## config.mk

```make
export PLATFORM = sky130hd
export DESIGN_NAME = seq_det_1101
export DESIGN_NICKNAME = d
export VERILOG_FILES = /design/src/rtl/seq_det_1101_pkg.sv /design/src/rtl/seq_det_1101_sat_counter.sv /design/src/rtl/seq_det_1101.sv
export SDC_FILE = /design/constraint.sdc
export NUM_CORES = 1
export LEC_CHECK = 0
export CORE_UTILIZATION = 30
export CTS_CLUSTER_SIZE = 30
export DETAILED_ROUTE_END_ITERATION = 10
export GPL_ROUTABILITY_DRIVEN = 1
export GPL_TIMING_DRIVEN = 1
export PLACE_DENSITY = 0.55
export SETUP_SLACK_MARGIN = 0.02
export SYNTH_ARGS = -nofsm -noshare
export SYNTH_HDL_FRONTEND = slang
export SYNTH_HIERARCHICAL = 1
export SYNTH_SLANG_ARGS = --single-unit
export TNS_END_PERCENT = 100
```

## constraint.sdc

```tcl
create_clock -name clk -period 2 [get_ports clk]
set_input_delay 0.5 -clock clk [delete_from_list [all_inputs] [get_ports clk]]
set_output_delay 0.5 -clock clk [all_outputs]
set_load 0.02 [all_outputs]
```

## src/rtl/seq_det_1101_pkg.sv

```systemverilog
// Shared definitions for the 1101 serial pattern detector: state width and
// the state codes that are also visible on the debug/LED state output.
package seq_det_defs;

  localparam int STATE_W = 3;

  // Each state names the longest prefix of 1101 matched so far
  typedef enum logic [STATE_W-1:0] {
    IDLE = 3'd0,
    S1   = 3'd1,
    S11  = 3'd2,
    S110 = 3'd3,
    DET  = 3'd4
  } state_t;

endpackage

```

## src/rtl/seq_det_1101_sat_counter.sv

```systemverilog
// Saturating up-counter with a sticky overflow flag. The counter never wraps:
// an increment at full scale leaves the count at max and raises ovf instead.
module sat_counter #(
  parameter int W = 4
) (
  input  logic         clk,
  input  logic         clr,
  input  logic         inc,
  input  logic         sclr,
  output logic [W-1:0] cnt,
  output logic         ovf
);

  localparam logic [W-1:0] CNT_MAX = '1;

  // Synchronous clear wins over a simultaneous increment; ovf stays set until cleared
  always_ff @(posedge clk or negedge clr) begin
    if (!clr) begin
      cnt <= '0;
      ovf <= 1'b0;
    end else if (sclr) begin
      cnt <= '0;
      ovf <= 1'b0;
    end else if (inc) begin
      if (cnt == CNT_MAX) begin
        ovf <= 1'b1;
      end else begin
        cnt <= cnt + 1'b1;
      end
    end
  end

endmodule

```

## src/rtl/seq_det_1101.sv

```systemverilog
// Moore-style detector for the serial pattern 1101 (overlaps included) with a
// registered one-cycle det pulse and a saturating detection counter.
module seq_det_1101
  import seq_det_defs::*;
#(
  parameter int CNT_W = 4
) (
  input  logic               clk,
  input  logic               clr,
  input  logic               din,
  input  logic               din_en,
  input  logic               cnt_clr,
  output logic               det,
  output logic [CNT_W-1:0]   det_cnt,
  output logic               ovf,
  output logic [STATE_W-1:0] state
);

  state_t cur_state;
  state_t next_state;
  logic   det_set;

  // Prefix tracker: advance only on enabled samples; unused codes fall back to IDLE
  always_comb begin
    next_state = cur_state;
    if (din_en) begin
      case (cur_state)
        IDLE:    next_state = din ? S1   : IDLE;
        S1:      next_state = din ? S11  : IDLE;
        S11:     next_state = din ? S11  : S110;
        S110:    next_state = din ? DET  : IDLE;
        DET:     next_state = din ? S11  : IDLE;
        default: next_state = IDLE;
      endcase
    end
  end

  assign det_set = din_en && (next_state == DET);

  // State register and the registered detection pulse
  always_ff @(posedge clk or negedge clr) begin
    if (!clr) begin
      cur_state <= IDLE;
      det       <= 1'b0;
    end else begin
      cur_state <= next_state;
      det       <= det_set;
    end
  end

  assign state = cur_state;

  sat_counter #(
    .W (CNT_W)
  ) u_cnt (
    .clk  (clk),
    .clr  (clr),
    .inc  (det_set),
    .sclr (cnt_clr),
    .cnt  (det_cnt),
    .ovf  (ovf)
  );

endmodule
```

==> reports/results.tsv, run 1 <==
stage	metric	value	unit
grt	first-pass GRT wire length	1.57	mm
yosys	top post-synthesis cells by count	9 x dfrtp_1, 3 x inv_1	
floorplanning	Starting Density	0.333	
clocking	hold-fix buffers at CTS	0	
cells_and_area	share of layout cells above drive strength 1	0.183	
timing	Least-Margin Pin Slew	0.420	ns
setup_path	WS Path Type	register to output pin	
route	DRT iter0 DRCs	6	
setup_path	Critical Path Max Stage Delay	0.65	ns
yosys	asr flop ratio synth	1.00	
clocking	Skew-Pair Late Insertion Delay	0.25	ns
floorplanning	die area	1660	um2
grt	GRT Resource Usage Total	0.154	
setup_path	cell depth of the worst setup path	1	
grt	initial antenna violation count	0	
yosys	top post-synthesis cells by area	dfrtp_1 50%, a31oi_4 4.7%, and4b_1 4.5%	
grt	largest net degree at the start of global routing	10	
setup_path	sequence of cells on the critical path	clkdlybuf4s50_1	
clocking	CTS root buffer	clkbuf_4	
setup_path	Buf+Inv Stages, Crit Path	1	
route	DRT Pass-1 Iters	4	
grt	number of global-route vias before repair	365	
route	DRC	0	
placement	GPL Wtd Cong	0.751	
clocking	Post-CTS Setup Bufs	0	
yosys	Seq cells post-synth	9	
yosys	most numerous cell in the Yosys netlist	dfrtp_1	
timing	fmax	538	MHz
clocking	CTS sink cnt	9	
setup_path	r2r worst-path depth	5	
power	Leak Pwr	0.000282	uW
clocking	post-CTS sizing	0	
cells_and_area	FF/Latch Area	225	um2
yosys	top_reg_cell synth	dfrtp_1	
floorplanning	row cnt	13	
timing	Final Setup Violations	0	
yosys	area of the mapped netlist	449	um2
cells_and_area	final net count	67	
cells_and_area	multi-input logic area	213	um2
clocking	CTS tree	yes	
yosys	Synth Instances	39	
setup_path	CP Data Required Time	1.50	ns
yosys	top-area cell type share of the netlist area	0.501	
setup_path	CP startpoint kind	register	
route	Via-to-Cell Ratio	5.08	
cells_and_area	Area Growth Syn to Fin	45.7	%
timing	Sum Neg Setup Slack	0	ns
clocking	Max clock buf depth	2	
status	status	finished clean	
route	Routed Antenna Nets	0	
floorplanning	I/O pins	14	
timing	Slew HR	0.719	
power	PD cells	872	nW/um2
setup_path	Critical Path End Type	output pin	
hold_path	worst hold path depth	2	
cells_and_area	fillers	134	
flow_run	Max Cap Viol	0	
route	via count	381	
power	Peak supply drop	364	uV
setup_path	Arrival @ worst endpoint	1.36	ns
yosys	post-synthesis average cell area	11.5	um2
setup_path	slowest stage cell, crit path	clkdlybuf4s50_1	
setup_path	cell family with most CP delay	buffers and inverters	
timing	Hold Vio Cnt, Final	0	
placement	hpwl dp	768	um
cells_and_area	# diodes	0	
yosys	post-synth top area cell	dfrtp_1	
timing	Tmin final	1.86	ns
cells_and_area	Finished Core Util	0.485	
placement	Port Buf Inserts	13	
hold_path	Hold Path Class	register to register	
yosys	YS warnings	6	
floorplanning	die width	40.7	um
clocking	htree depth	1	
floorplanning	Chip Height	40.7	um
yosys	Netlist cell types	22	
floorplanning	Core ar.	1350	um2
yosys	Post-synth EDFFs	0	
yosys	Seq/Total Area, Yosys	0.501	
clocking	Worst-path clk slew	0.06	ns
route	Detailed Route WL	987	um
route	Routed wire per std cell	13.2	um
timing	RSZ-0062 raised after global routing	no	
timing	Setup Skew	0.000271	ns
grt	gr ovfl total	0	
timing	fin crit share	0.929	
clocking	total CTS buffers	3	
yosys	syn_nets	45	
timing	hold slack	0.537	ns
timing	Slew Limit Fails	0	
setup_path	crit-path max FO	6	
-- flip-flops by register name, indices dropped and copies added, names as in the netlist --
register and cells:
state 3, u_cnt/ovf 1, u_cnt/cnt 4, det 1
-- worst paths after layout --
path / to / slack [ns] / start
max in group asynchronous: u_cnt/ovf / 1.16 / clr
min in group asynchronous: state[0] / 0.55 / clr
max reg2reg: u_cnt/cnt[0] / 0.53 / state[2]
min reg2reg: u_cnt/ovf / 0.54 / u_cnt/ovf
min: u_cnt/ovf / 0.54 / u_cnt/ovf
max: det_cnt[2] / 0.14 / u_cnt/cnt[2]
-- layout by cell type (no fill, tap or decap), types with 2 or more instances in the layout --
cell             instances
a21oi_1                  2
and4b_1                  2
buf_4                    4
clkbuf_4                 3
clkdlybuf4s50_1         13
dfrtp_1                  9
inv_1                    3
mux2i_1                  2
nand2b_1                 2
nor2_1                   2
nor3_1                   2
o21ai_0                  2
-- cell families (layout without fill, tap and decap cells) --
group,count (synthesis),in the layout,share of synthesized area
compound gates,8,8,0.145
xor+xnor,1,1,0.0195
fa+ha+maj,1,1,0.0279
buf+inv,3,24,0.0251
flops,9,9,0.501
mux,3,3,0.0780
simple gates,14,14,0.203
-- area by class of cell --
cell class	count	share of cell area
multi-input combinational	27	0.325
timing repair buffer	17	0.245
tap	15	0.0287
inverter	3	0.0172
clock buffer	4	0.0402
sequential	9	0.344
-- metrics by stage --
step / instances / area [um2] / total power, uW / setup WS (ns)
final: 75 / 654 / 570 / 0.143
after global routing: 75 / 654 / 617 / 0.0744
after CTS: 75 / 654 / 578 / 0.126
after detailed placement: 71 / 628 / 438 / 0.00495
after global placement: 71 / 628 / 428 / 0.0223
after floorplan: 39 / 449 / 340 / 0.458
-- power breakdown --
part | switching, uW | internal, uW | total (uW) | leakage (uW)
logic | 86.9 | 102 | 189 | 0.000146
clock network | 58.8 | 76.6 | 135 | 0.0000150
registers | 36.1 | 210 | 246 | 0.000120
-- metal layers --
| layer | GRT usage | wire (um) | up-vias |
|---|---|---|---|
| li1 | - | - | 184 |
| met1 | 0.182 | 439 | 182 |
| met2 | 0.238 | 489 | 13 |
| met3 | 0.0326 | 48 | 2 |
| met4 | 0.125 | 8 | 0 |
| met5 | 0 | 0 | - |
Note: power is estimated with default switching activity, not from simulation.
==> inputs of run 2 (changes only) <==
- TNS_END_PERCENT: 100 -> 20
==> results of run 2 <==
The final DEF is identical to that of run 1; final timing and power are the same.
